--- config.mk ---
export PLATFORM = sky130hd
export DESIGN_NAME = display_scan_scheduler
export DESIGN_NICKNAME = d
export VERILOG_FILES = /design/src/rtl/display_scan_scheduler.sv
export SDC_FILE = /design/constraint.sdc
export NUM_CORES = 1
export LEC_CHECK = 0
export CAP_MARGIN = 20
export CORE_MARGIN = 10
export CORE_UTILIZATION = 40
export DETAILED_ROUTE_END_ITERATION = 8
export SKIP_CTS_REPAIR_TIMING = 1
export SYNTH_ARGS = -nofsm -noshare
export SYNTH_HDL_FRONTEND = slang
export SYNTH_SLANG_ARGS = --single-unit
--- constraint.sdc ---
create_clock -name CLK -period 4.25 [get_ports CLK]
set_input_delay 0.85 -clock CLK [delete_from_list [all_inputs] [get_ports CLK]]
set_output_delay 0.85 -clock CLK [all_outputs]
set_load 0.02 [all_outputs]
--- src/rtl/display_scan_scheduler.sv ---
// Purpose: time-multiplexes a double-buffered 4-digit BCD frame onto 8-segment pins, with a blanking gap between digits.
// Latency: outputs are Moore-decoded from the current registers; an accepted frame is shown from the next idx-0 entry.
// Backpressure: wr_ready drops while a pending frame waits for its frame-boundary commit; a pending frame is never overwritten.
module display_scan_scheduler #(
    parameter int TICK_CYCLES  = 50000,
    parameter int BLANK_CYCLES = 500,
    parameter int CNT_W        = 16
) (
    input  logic        CLK,
    input  logic        RSTn,
    input  logic        wr_valid,
    output logic        wr_ready,
    input  logic [15:0] wr_data,
    input  logic [3:0]  wr_dp,
    input  logic        lz_en,
    output logic [7:0]  Digitron_Out,
    output logic [3:0]  DigitronCS_Out,
    output logic        frame_start
);

    typedef enum logic {
        ST_ON    = 1'b0,
        ST_BLANK = 1'b1
    } state_t;

    state_t             state_q, state_d;
    logic [1:0]         idx_q, idx_d;
    logic [CNT_W-1:0]   cnt_q, cnt_d;
    logic [15:0]        act_data_q, act_data_d;
    logic [3:0]         act_dp_q, act_dp_d;
    logic [15:0]        pend_data_q, pend_data_d;
    logic [3:0]         pend_dp_q, pend_dp_d;
    logic               pend_full_q, pend_full_d;
    logic               frame_start_q, frame_start_d;

    logic               xfer;
    logic [3:0]         digit_val;
    logic [6:0]         seg_raw;
    logic               lz_blank;

    assign wr_ready    = !pend_full_q;
    assign xfer        = wr_valid && wr_ready;
    assign frame_start = frame_start_q;

    // State register; reset also discards the pending frame.
    always_ff @(posedge CLK or negedge RSTn) begin
        if (!RSTn) begin
            state_q       <= ST_BLANK;
            idx_q         <= 2'd3;
            cnt_q         <= '0;
            act_data_q    <= '0;
            act_dp_q      <= '0;
            pend_data_q   <= '0;
            pend_dp_q     <= '0;
            pend_full_q   <= 1'b0;
            frame_start_q <= 1'b0;
        end else begin
            state_q       <= state_d;
            idx_q         <= idx_d;
            cnt_q         <= cnt_d;
            act_data_q    <= act_data_d;
            act_dp_q      <= act_dp_d;
            pend_data_q   <= pend_data_d;
            pend_dp_q     <= pend_dp_d;
            pend_full_q   <= pend_full_d;
            frame_start_q <= frame_start_d;
        end
    end

    // Next-state: ON/BLANK dwell counting, digit advance, frame commit and write capture.
    always_comb begin
        state_d       = state_q;
        idx_d         = idx_q;
        cnt_d         = cnt_q + CNT_W'(1);
        act_data_d    = act_data_q;
        act_dp_d      = act_dp_q;
        pend_data_d   = pend_data_q;
        pend_dp_d     = pend_dp_q;
        pend_full_d   = pend_full_q;
        frame_start_d = 1'b0;

        case (state_q)
            ST_ON: begin
                if (cnt_q == CNT_W'(TICK_CYCLES - 1)) begin
                    state_d = ST_BLANK;
                    cnt_d   = '0;
                end
            end
            default: begin
                if (cnt_q == CNT_W'(BLANK_CYCLES - 1)) begin
                    state_d = ST_ON;
                    cnt_d   = '0;
                    idx_d   = idx_q + 2'd1;
                    // Entering digit 0 is the frame boundary: the only point where the shown frame may change.
                    if (idx_q == 2'd3) begin
                        frame_start_d = 1'b1;
                        if (pend_full_q) begin
                            act_data_d  = pend_data_q;
                            act_dp_d    = pend_dp_q;
                            pend_full_d = 1'b0;
                        end
                    end
                end
            end
        endcase

        // xfer implies pending was empty, so it never collides with a commit that empties it.
        if (xfer) begin
            pend_data_d = wr_data;
            pend_dp_d   = wr_dp;
            pend_full_d = 1'b1;
        end
    end

    // Digit value, leading-zero detection and 7-segment decode for the selected digit.
    always_comb begin
        digit_val = act_data_q[idx_q*4 +: 4];
        case (idx_q)
            2'd1:    lz_blank = (act_data_q[15:4] == 12'h000);
            2'd2:    lz_blank = (act_data_q[15:8] == 8'h00);
            2'd3:    lz_blank = (act_data_q[15:12] == 4'h0);
            default: lz_blank = 1'b0;
        endcase
        case (digit_val)
            4'd0:    seg_raw = 7'h3f;
            4'd1:    seg_raw = 7'h06;
            4'd2:    seg_raw = 7'h5b;
            4'd3:    seg_raw = 7'h4f;
            4'd4:    seg_raw = 7'h66;
            4'd5:    seg_raw = 7'h6d;
            4'd6:    seg_raw = 7'h7d;
            4'd7:    seg_raw = 7'h07;
            4'd8:    seg_raw = 7'h7f;
            4'd9:    seg_raw = 7'h6f;
            default: seg_raw = 7'h00;
        endcase
        if (lz_en && lz_blank) begin
            seg_raw = 7'h00;
        end
    end

    // Pin drive: one digit lit in ON, everything dark in BLANK.
    always_comb begin
        Digitron_Out   = 8'h00;
        DigitronCS_Out = 4'b1111;
        if (state_q == ST_ON) begin
            Digitron_Out   = {act_dp_q[idx_q], seg_raw};
            DigitronCS_Out = ~(4'b0001 << idx_q);
        end
    end

endmodule

=== Yosys cells after proc, flatten, opt, wreduce, memory -nomap -nowiden ===
Memory sizes are Yosys's and may differ from the RTL's.
Cells that the tools add are included.

* Input bits: 24
* Output and inout bits: 14
* Memories kept: 1
* Word-level logic and storage cells: 52
* Bits in latches: 0
* Memory bits (writable): 0
* Flip-flop bits (word level): 61
* Bits in read-only memories: 112

{| class="wikitable"
|+ Memory list
! name !! depth !! bits a word !! rd ports !! clocked after memory_dff !! wr ports !! RTL line !! RTL
|-
| (no name shown) || 16 || 7 || 1 || 0 || 0 || 124 || <nowiki>case (digit_val)</nowiki>
|}

* Shifts and indexed selects: 2
* $mul: 0
* Reductions and logical operators: 12
* Eq/ne operators: 5
* Multiplexer cells: 19
* Add/sub/neg operators: 2
* Divide/modulo/power cells: 0
* Bitwise gates (word level): 1
* Order comparisons: 1

{| class="wikitable"
|+ Operators by type and width
! cell !! count
|-
| $mux 16 || 3
|-
| $add 16x1->16 const B || 1
|-
| $eq 16x16->1 const B || 1
|-
| $eq 16x9->1 const B || 1
|-
| $shiftx 16x5->4 || 1
|-
| $logic_not 12->1 || 1
|-
| $mux 1 || 11
|-
| $logic_not 8->1 || 1
|-
| $mux 8 || 1
|-
| $mux 7 || 1
|-
| $reduce_bool 2->1 || 3
|-
| $eq 2x2->1 const B || 2
|-
| $logic_not 4->1 || 1
|-
| $mux 4 || 1
|-
| $not 4->4 || 1
|-
| $reduce_and 4->1 || 1
|-
| $shl 1x2->4 const A || 1
|-
| $lt 2x3->1 const B || 1
|-
| $pmux 1 s3 || 1
|-
| $reduce_and 3->1 || 1
|-
| $add 2x1->2 const B || 1
|-
| $bmux 1 s2 || 1
|-
| $eq 2x1->1 const B || 1
|-
| $logic_and 1x1->1 || 2
|-
| other kinds (2) || 2
|}

=== Logic depth before layout (Yosys ltp) ===
Gate-level depths: netlist of the first run.

* Depth after elaboration: 5
* Mapped depth: 7
* Depth with buffers taken out: 6

=== Worst setup path after synthesis of the first run ===
OpenSTA, ideal clock, no wires.

* Kind: reg-to-output
* From: reg idx_q[0]
* To: out Digitron_Out[3]
* Stages on the path, launching flop included: 7
* Buffers on the path: 1
* Arrival time: 2126 ps
* Data required time: 3400 ps
* Setup slack: 1274 ps
* Path through: dfstp_2 > buf_6 > mux4_1 > inv_1 > ha_1 > inv_1 > o32ai_1

* Word-level cells in the longest chain between the ends: 5
* Elaborated cells between the ends (all ways): 9
* Those cells by class: eq/ne: 3; shift: 1; mux: 3; reduce/logical: 1; memory: 1

{| class="wikitable"
|+ Ends and longest elaborated chain
! element !! RTL line !! RTL
|-
| start: declaration || 27 || <nowiki>logic [1:0] idx_q, idx_d;</nowiki>
|-
| start signal: assignment || 59 || <nowiki>idx_q <= idx_d;</nowiki>
|-
| branches (longest 3 deep; another with $mem_v2 16x7) || n/a ||
|-
| $mux 7 (*) || 137 || <nowiki>if (lz_en && lz_blank) begin</nowiki>
|-
| $mux 8 (*) || 146 || <nowiki>if (state_q == ST_ON) begin</nowiki>
|-
| end: declaration || 16 || <nowiki>output logic [7:0] Digitron_Out,</nowiki>
|}

Every way passes the cells marked *.

=== Worst setup path after layout of the first run ===
Ends and elaborated chain as after synthesis.

==> results of run 1 <==
-- logic make-up after synthesis --
logic type | count (synthesis)
xor+xnor | 14
compound gates | 20
mux | 49
fa+ha+maj | 11
flops | 61
simple gates | 62
buf+inv | 19
-- metal layers --
layer / wire length [um] / part of all wire
met1: 3112 / 0.51
met2: 2592 / 0.43
met3: 265 / 0.044
met4: 104 / 0.017
met5: 0 / 0
-- cells in the final DEF, fill, tap and decap left out, types with 2 or more instances in the layout --
cell type,n
sky130_fd_sc_hd__nor2b_1,2
sky130_fd_sc_hd__clkinv_2,3
sky130_fd_sc_hd__dfrtp_1,58
sky130_fd_sc_hd__inv_1,10
sky130_fd_sc_hd__and2_1,3
sky130_fd_sc_hd__or4_1,2
sky130_fd_sc_hd__ha_1,11
sky130_fd_sc_hd__mux2_4,19
sky130_fd_sc_hd__o211ai_1,2
sky130_fd_sc_hd__o32ai_1,4
sky130_fd_sc_hd__clkinvlp_4,2
sky130_fd_sc_hd__xor2_1,7
sky130_fd_sc_hd__mux4_1,4
sky130_fd_sc_hd__nand2b_1,2
sky130_fd_sc_hd__nor2_1,16
sky130_fd_sc_hd__and4_1,4
sky130_fd_sc_hd__dfstp_2,3
sky130_fd_sc_hd__clkdlybuf4s50_1,36
sky130_fd_sc_hd__nand3_1,7
sky130_fd_sc_hd__nor4_1,3
sky130_fd_sc_hd__nand2_1,6
sky130_fd_sc_hd__a21oi_1,6
sky130_fd_sc_hd__bufinv_16,2
sky130_fd_sc_hd__clkbuf_8,9
sky130_fd_sc_hd__mux2_2,23
sky130_fd_sc_hd__nand4_1,5
sky130_fd_sc_hd__o31ai_1,2
sky130_fd_sc_hd__mux2i_1,2
sky130_fd_sc_hd__and3_1,4
sky130_fd_sc_hd__xnor2_1,7
-- power by group --
group          switching (mW)  total (mW)  internal, mW
sequential             0.0128       0.618         0.605
clock                   0.234       0.561         0.327
combinational          0.0192      0.0561        0.0369
-- flip-flops by register name, summed over array words and instances (netlist names) --
register,cells
act_data_q,16
act_dp_q,4
cnt_q,16
frame_start,1
idx_q,2
pend_data_q,16
pend_dp_q,4
pend_full_q,1
state_q,1
-- metrics by stage --
step	total power, mW	hold slack (ps)	util
after floorplan	0.6471	447.9	-
after global placement	0.6853	470.6	0.4634
after detailed placement	0.6879	481.9	0.4634
after CTS	1.252	491.0	0.4913
after global routing	1.290	518.6	0.4913
final	1.235	488.7	0.4913
-- worst max-delay path, stage by stage, from the launching register on --
cell and delay, ps:
sky130_fd_sc_hd__dfstp_2 680, sky130_fd_sc_hd__mux4_1 670, sky130_fd_sc_hd__inv_1 130, sky130_fd_sc_hd__ha_1 130
sky130_fd_sc_hd__inv_1 50, sky130_fd_sc_hd__o32ai_1 250, sky130_fd_sc_hd__clkdlybuf4s50_1 650
-- final cells by class --
| type | instances | share of cell area |
|---|---|---|
| inverter | 10 | 0.009990 |
| timing repair buffer | 38 | 0.09923 |
| clock inverter | 7 | 0.02398 |
| tap | 102 | 0.03397 |
| multi-input combinational | 156 | 0.3926 |
| sequential | 61 | 0.4073 |
| clock buffer | 9 | 0.03297 |
-- worst max path at each step --
stage                      endpoint  cells after the start                 start  slack [ps]
detailed placement  Digitron_Out[6]                      5                 lz_en         770
floorplan           Digitron_Out[3]                      6  idx_q[0]$_DFFE_PN1P_        1270
CTS                 Digitron_Out[3]                      6  idx_q[0]$_DFFE_PN1P_         450
global route        Digitron_Out[3]                      6  idx_q[0]$_DFFE_PN1P_         290
finish              Digitron_Out[3]                      6  idx_q[0]$_DFFE_PN1P_         500
global placement    Digitron_Out[6]                      5                 lz_en         770
==> run summary, run 1 <==
Detail Route Antenna Nets -> 0
Top-count cell post-synth -> sky130_fd_sc_hd__dfrtp_1
Async S/R FF share, synth -> 1.000
Cells taking the most area after synthesis -> sky130_fd_sc_hd__dfrtp_1, sky130_fd_sc_hd__mux2_4, sky130_fd_sc_hd__mux2_2
Cell leakage power -> 1.686 nW
Area share of fa/ha/maj cells after synthesis -> 0.04418
Primary FF master, synth -> sky130_fd_sc_hd__dfrtp_1
Main combinational cell family by area after synthesis -> multiplexers
Status -> complete, no violations
Wire per inst -> 15.86 um
Max-cap violations -> 0
Worst Tran Pin Value -> 1008 ps
Number of enable flip-flop cells after synthesis -> 0
Fill cell total of the finished layout -> 695
Std cell rows -> 32
Class of the tightest hold or removal check -> flip-flop to flip-flop
Count of nets after finishing -> 311
Proportion of synthesized chip area in sequential cells -> 0.4912
Antenna diode count -> 0
Average vias per placed instance -> 5.081
Antenna violations before repair -> 0
Later-pin clock latency in the skew report -> 340 ps
Post-placement cell count -> 367
FF-to-FF setup slack -> 2060 ps
Core Box Area -> 7647 um^2
Number of endpoints failing setup at the final stage -> 0
Tot GR Track Use -> 0.1091
Fraction of post-synthesis cell area in the top cell type by area -> 0.4659
Instance count of the mapped netlist -> 236
Chip width -> 108.3 um
Area post-placement -> 3543 um^2
Post-layout instance area -> 3757 um^2
Fraction of layout cells with a size suffix above 1 -> 0.2420
Fin cells -> 383
Share of the clock period used by the worst path after layout -> 0.8829
Length of the first detailed-routing pass in iterations -> 4
Endpoints failing hold -> 0
Top-level port count -> 38
RSZ-0062 raised after global routing -> no
End of the worst register-to-register path -> act_data_q[10]$_DFFE_PN0P_
Data required time at the worst endpoint -> 3400 ps
Area grow syn2layout -> 20.60%
Worst setup path category -> flip-flop to output pin
Number of buffers inserted by port buffering -> 37
Area occupied by registers -> 1530 um^2
Gpl congestion -> 0.7921
Worst voltage drop across the vdd grid -> 0.0001732 V
Most area-hungry cell type in the Yosys netlist -> sky130_fd_sc_hd__dfrtp_1
Clock root cell -> sky130_fd_sc_hd__clkbuf_8
Final WS setup -> 497.5 ps
Clock tree from TritonCTS -> yes
Total Die Area -> 11,720 um^2
Launch point of the worst reg-to-reg path -> cnt_q[0]$_DFF_PN0_
Launch instance of the worst min-delay path -> cnt_q[0]$_DFF_PN0_
Post-synthesis simple-gate area fraction -> 0.1221
Critical Path AT -> 2900 ps
Number of clock sinks -> 61
GRT met3 Usage -> 0.03034
R2r worst-path depth -> 5
Global-route wire length before repair -> 10.02 mm
Number of buffers created by CTS -> 9
M1 GR Usage -> 0.1489
Most common library cells after synthesis -> sky130_fd_sc_hd__dfrtp_1, sky130_fd_sc_hd__mux2_2, sky130_fd_sc_hd__mux2_4
DP HPWL -> 4.474 mm
Multiplexer area fraction after synthesis -> 0.2221
Met2 global-route usage -> 0.1530
Largest fanout of any net on the critical path -> 9
Number of H-tree branching levels -> 3
Final Max Tran Viols -> 0
Post-synthesis share of cell area spent on xor and xnor gates -> 0.03936
Area used by multi-input combinational logic -> 1475 um^2
Worst setup slack after placement -> 771.9 ps
Yosys synthesis warning count -> 0
End point of the most critical hold path -> cnt_q[0]$_DFF_PN0_
Clock period minus final worst setup slack -> 3752 ps
Maximum number of pins on one net before global-route repair -> 35
CTS clock-pin slew for the worst setup and hold paths -> 70 ps
Remaining global-route overflow -> 0
Synthesis-stage register bit count -> 61
Via count of the first global-routing pass -> 2,032
Achievable Freq -> 0.2665 GHz
Cell depth of the worst hold path -> 1
Final TNS setup -> 0 ps
Maximum clock path buffer count -> 2
Critical path capture point type -> output pin
DRC -> 0
Synthesized area -> 3115 um^2
Sum of routed wire length over all layers -> 6.073 mm
DRC marker count from the first detailed-route iteration -> 61
Worst setup SP type -> flip-flop
Initial Utilization -> 0.4074
Relative slew margins -> 0.3252
Compound-gate portion of the synthesized area -> 0.04498
Overall via count from detail_route -> 1,946
Power density cells -> 328.6 nW/um^2
Highest-utilization routing layer at the global route stage -> met2
Synthesized area per cell -> 13.20 um^2
Net count after synthesis -> 271
Number of distinct library cells after synthesis -> 44
Die height -> 108.3 um
Worst clock skew -> 8.238 ps
Note: power is estimated with default switching activity, not from simulation.
==> run 2, diff against run 1 <==
--- a/config.mk
+++ b/config.mk
@@ -9,6 +9,7 @@
 export CORE_MARGIN = 10
 export CORE_UTILIZATION = 40
 export DETAILED_ROUTE_END_ITERATION = 8
+export GPL_TIMING_DRIVEN = 1
 export SKIP_CTS_REPAIR_TIMING = 1
 export SYNTH_ARGS = -nofsm -noshare
 export SYNTH_HDL_FRONTEND = slang
==> results of run 2 <==
Final layout, timing and power as in run 1 (identical DEF).
==> run 3, diff against run 2 <==
--- a/config.mk
+++ b/config.mk
@@ -9,7 +9,8 @@
 export CORE_MARGIN = 10
 export CORE_UTILIZATION = 40
 export DETAILED_ROUTE_END_ITERATION = 8
-export GPL_TIMING_DRIVEN = 1
+export GPL_TIMING_DRIVEN = 0
+export SETUP_SLACK_MARGIN = 0.02
 export SKIP_CTS_REPAIR_TIMING = 1
 export SYNTH_ARGS = -nofsm -noshare
 export SYNTH_HDL_FRONTEND = slang
==> run summary, run 3 (synthesis gave the netlist of run 1 again) <==
Number of clock sinks -> 61 (unchanged)
Commonest non-fill, non-tap cells in the layout -> sky130_fd_sc_hd__dfrtp_1, sky130_fd_sc_hd__clkdlybuf4s50_1, sky130_fd_sc_hd__mux2_2 (unchanged)
Total power draw -> 1.255 mW (was 1.235 mW)
Net switching power figure -> 280.1 uW (was 265.9 uW)
Relative slew margins -> 0.5611 (was 0.3252)
Sequential Power Share -> 0.493 (was 0.501)
Slowest cell on the critical path -> sky130_fd_sc_hd__clkdlybuf4s50_1 (was sky130_fd_sc_hd__dfstp_2)
Largest registers ranked by flip-flop count -> act_data_q (16), cnt_q (16), pend_data_q (16) (unchanged)
Top-level port count -> 38 (unchanged)
Part of the total power dissipated in combinational logic -> 0.046 (was 0.045)
DRC marker count from the first detailed-route iteration -> 110 (was 61)
Critical path capture point type -> output pin (unchanged)
Clock period minus final worst setup slack -> 3818 ps (was 3752 ps)
Clock root cell -> sky130_fd_sc_hd__clkbuf_8 (unchanged)
Switching power share of the total -> 0.2232 (was 0.2153)
Antenna diode count -> 0 (unchanged)
Length of the first detailed-routing pass in iterations -> 4 (unchanged)
Status -> complete, no violations (unchanged)
Number of buffers inserted by port buffering -> 37 (unchanged)
CTS clock-pin slew for the worst setup and hold paths -> 70 ps (about the same)
Initial Utilization -> 0.4074 (unchanged)
RSZ-0062 raised after global routing -> no (unchanged)
Global-route wire length before repair -> 10.76 mm (was 10.02 mm)
Worst setup slack after placement -> 709.2 ps (was 771.9 ps)
Wire per inst -> 16.15 um (was 15.86 um)
Area occupied by registers -> 1530 um^2 (unchanged)
Area grow syn2layout -> 23.65% (was 20.60%)
Antenna violations before repair -> 0 (unchanged)
Remaining global-route overflow -> 0 (unchanged)
Total Die Area -> 11,720 um^2 (unchanged)
Most common cell after layout, fill and taps aside -> sky130_fd_sc_hd__dfrtp_1 (unchanged)
Final WS setup -> 432.1 ps (was 497.5 ps)
Tot GR Track Use -> 0.1164 (was 0.1091)
Worst voltage drop across the vdd grid -> 0.0001637 V (was 0.0001732 V)
FF-to-FF setup slack -> 2370 ps (was 2060 ps)
Chip width -> 108.3 um (unchanged)
DRC -> 0 (unchanged)
Die height -> 108.3 um (unchanged)
Worst setup SP type -> flip-flop (unchanged)
Cell-by-cell trace of the critical path -> buf_6, mux4_1, a21oi_1, o211ai_1, o32ai_1, clkdlybuf4s50_1 (was mux4_1, inv_1, ha_1, inv_1, o32ai_1, clkdlybuf4s50_1)
Core Box Area -> 7647 um^2 (unchanged)
Share of the clock period used by the worst path after layout -> 0.8983 (was 0.8829)
DP HPWL -> 4.676 mm (was 4.474 mm)
Worst clock skew -> 8.859 ps (was 8.238 ps)
Later-pin clock latency in the skew report -> 340 ps (about the same)
Overall via count from detail_route -> 1,993 (was 1,946)
Final Max Tran Viols -> 0 (unchanged)
Critical Path AT -> 2970 ps (was 2900 ps)
Count of nets after finishing -> 320 (was 311)
Internal power consumption -> 974.7 uW (was 968.7 uW)
Std cell rows -> 32 (unchanged)
Maximum number of pins on one net before global-route repair -> 36 (was 35)
Largest fanout of any net on the critical path -> 7 (was 9)
Class of the tightest hold or removal check -> flip-flop to flip-flop (unchanged)
Number of buffers created by CTS -> 9 (unchanged)
Area used by multi-input combinational logic -> 1473 um^2 (was 1475 um^2)
Fill cell total of the finished layout -> 674 (was 695)
Delay of the slowest critical-path stage -> 670 ps (was 680 ps)
Clock power share -> 0.461 (was 0.454)
Power density cells -> 325.7 nW/um^2 (was 328.6 nW/um^2)
Worst Tran Pin Value -> 658.3 ps (was 1008 ps)
Sum of routed wire length over all layers -> 6.331 mm (was 6.073 mm)
Max-cap violations -> 0 (unchanged)
Worst setup path category -> flip-flop to output pin (unchanged)
Maximum clock path buffer count -> 2 (unchanged)
Gpl congestion -> 0.7995 (was 0.7921)
Final TNS setup -> 0 ps (unchanged)
Average vias per placed instance -> 5.084 (was 5.081)
Worst slack on hold paths -> 475.5 ps (was 488.7 ps)
Via count of the first global-routing pass -> 2,070 (was 2,032)
Achievable Freq -> 0.2619 GHz (was 0.2665 GHz)
Detail Route Antenna Nets -> 0 (unchanged)
Cell leakage power -> 1.727 nW (was 1.686 nW)
Endpoints failing hold -> 0 (unchanged)
Number of H-tree branching levels -> 3 (unchanged)
Fraction of layout cells with a size suffix above 1 -> 0.2517 (was 0.2420)
Data required time at the worst endpoint -> 3400 ps (about the same)
Clock tree from TritonCTS -> yes (unchanged)
Core occupancy in the finished layout -> 0.5038 (was 0.4913)
Number of endpoints failing setup at the final stage -> 0 (unchanged)
## run 3: stage by stage
step / instances / instance area, um^2
after floorplan: 236 / 3115
after global placement: 375 / 3613
after detailed placement: 376 / 3628
after CTS: 392 / 3852
after global routing: 392 / 3852
final: 392 / 3852
## run 3: layout make-up
type                    instances  area share
flip-flops and latches         61      0.3972
multi-input cells             156      0.3823
repair buffers                 38      0.1000
well taps                     102     0.03313
clock buffers                   9     0.03215
clock inverters                 7     0.02598
plain buffers                   9     0.01949
inverters                      10    0.009743
## run 3: worst paths after layout
check,from,end,cells after the start
worst min register to register,cnt_q[0]$_DFF_PN0_,cnt_q[0]$_DFF_PN0_,1
worst max-delay path,idx_q[0]$_DFFE_PN1P_,Digitron_Out[0],6
worst min-delay path,cnt_q[0]$_DFF_PN0_,cnt_q[0]$_DFF_PN0_,1
worst max register to register,cnt_q[0]$_DFF_PN0_,act_data_q[9]$_DFFE_PN0P_,6
min in group asynchronous,RSTn,pend_data_q[8]$_DFFE_PN0P_,1
max in group asynchronous,RSTn,idx_q[1]$_DFFE_PN1P_,2
## run 3: routing by layer
metal  wire length, um  track usage
met4                59      0.04426
met1              3108       0.1620
met2              2781       0.1616
met5                 0            0
met3               381      0.04045
## run 3: critical path: cells and delay by family (launching register included)
kind                   cells  cell delay (ps)
muxes                      1              650
AOI/OAI and AO/OA          3              610
buffers and inverters      2              810
DFF                        1              560
## run 3: power groups by stage
stage	Clock (mW)	Combinational, mW	Sequential, mW
after floorplan	0	0.0223	0.625
after global placement	0	0.0557	0.629
after detailed placement	0	0.0592	0.630
after CTS	0.591	0.0593	0.619
after global routing	0.615	0.0638	0.622
final	0.579	0.0575	0.618
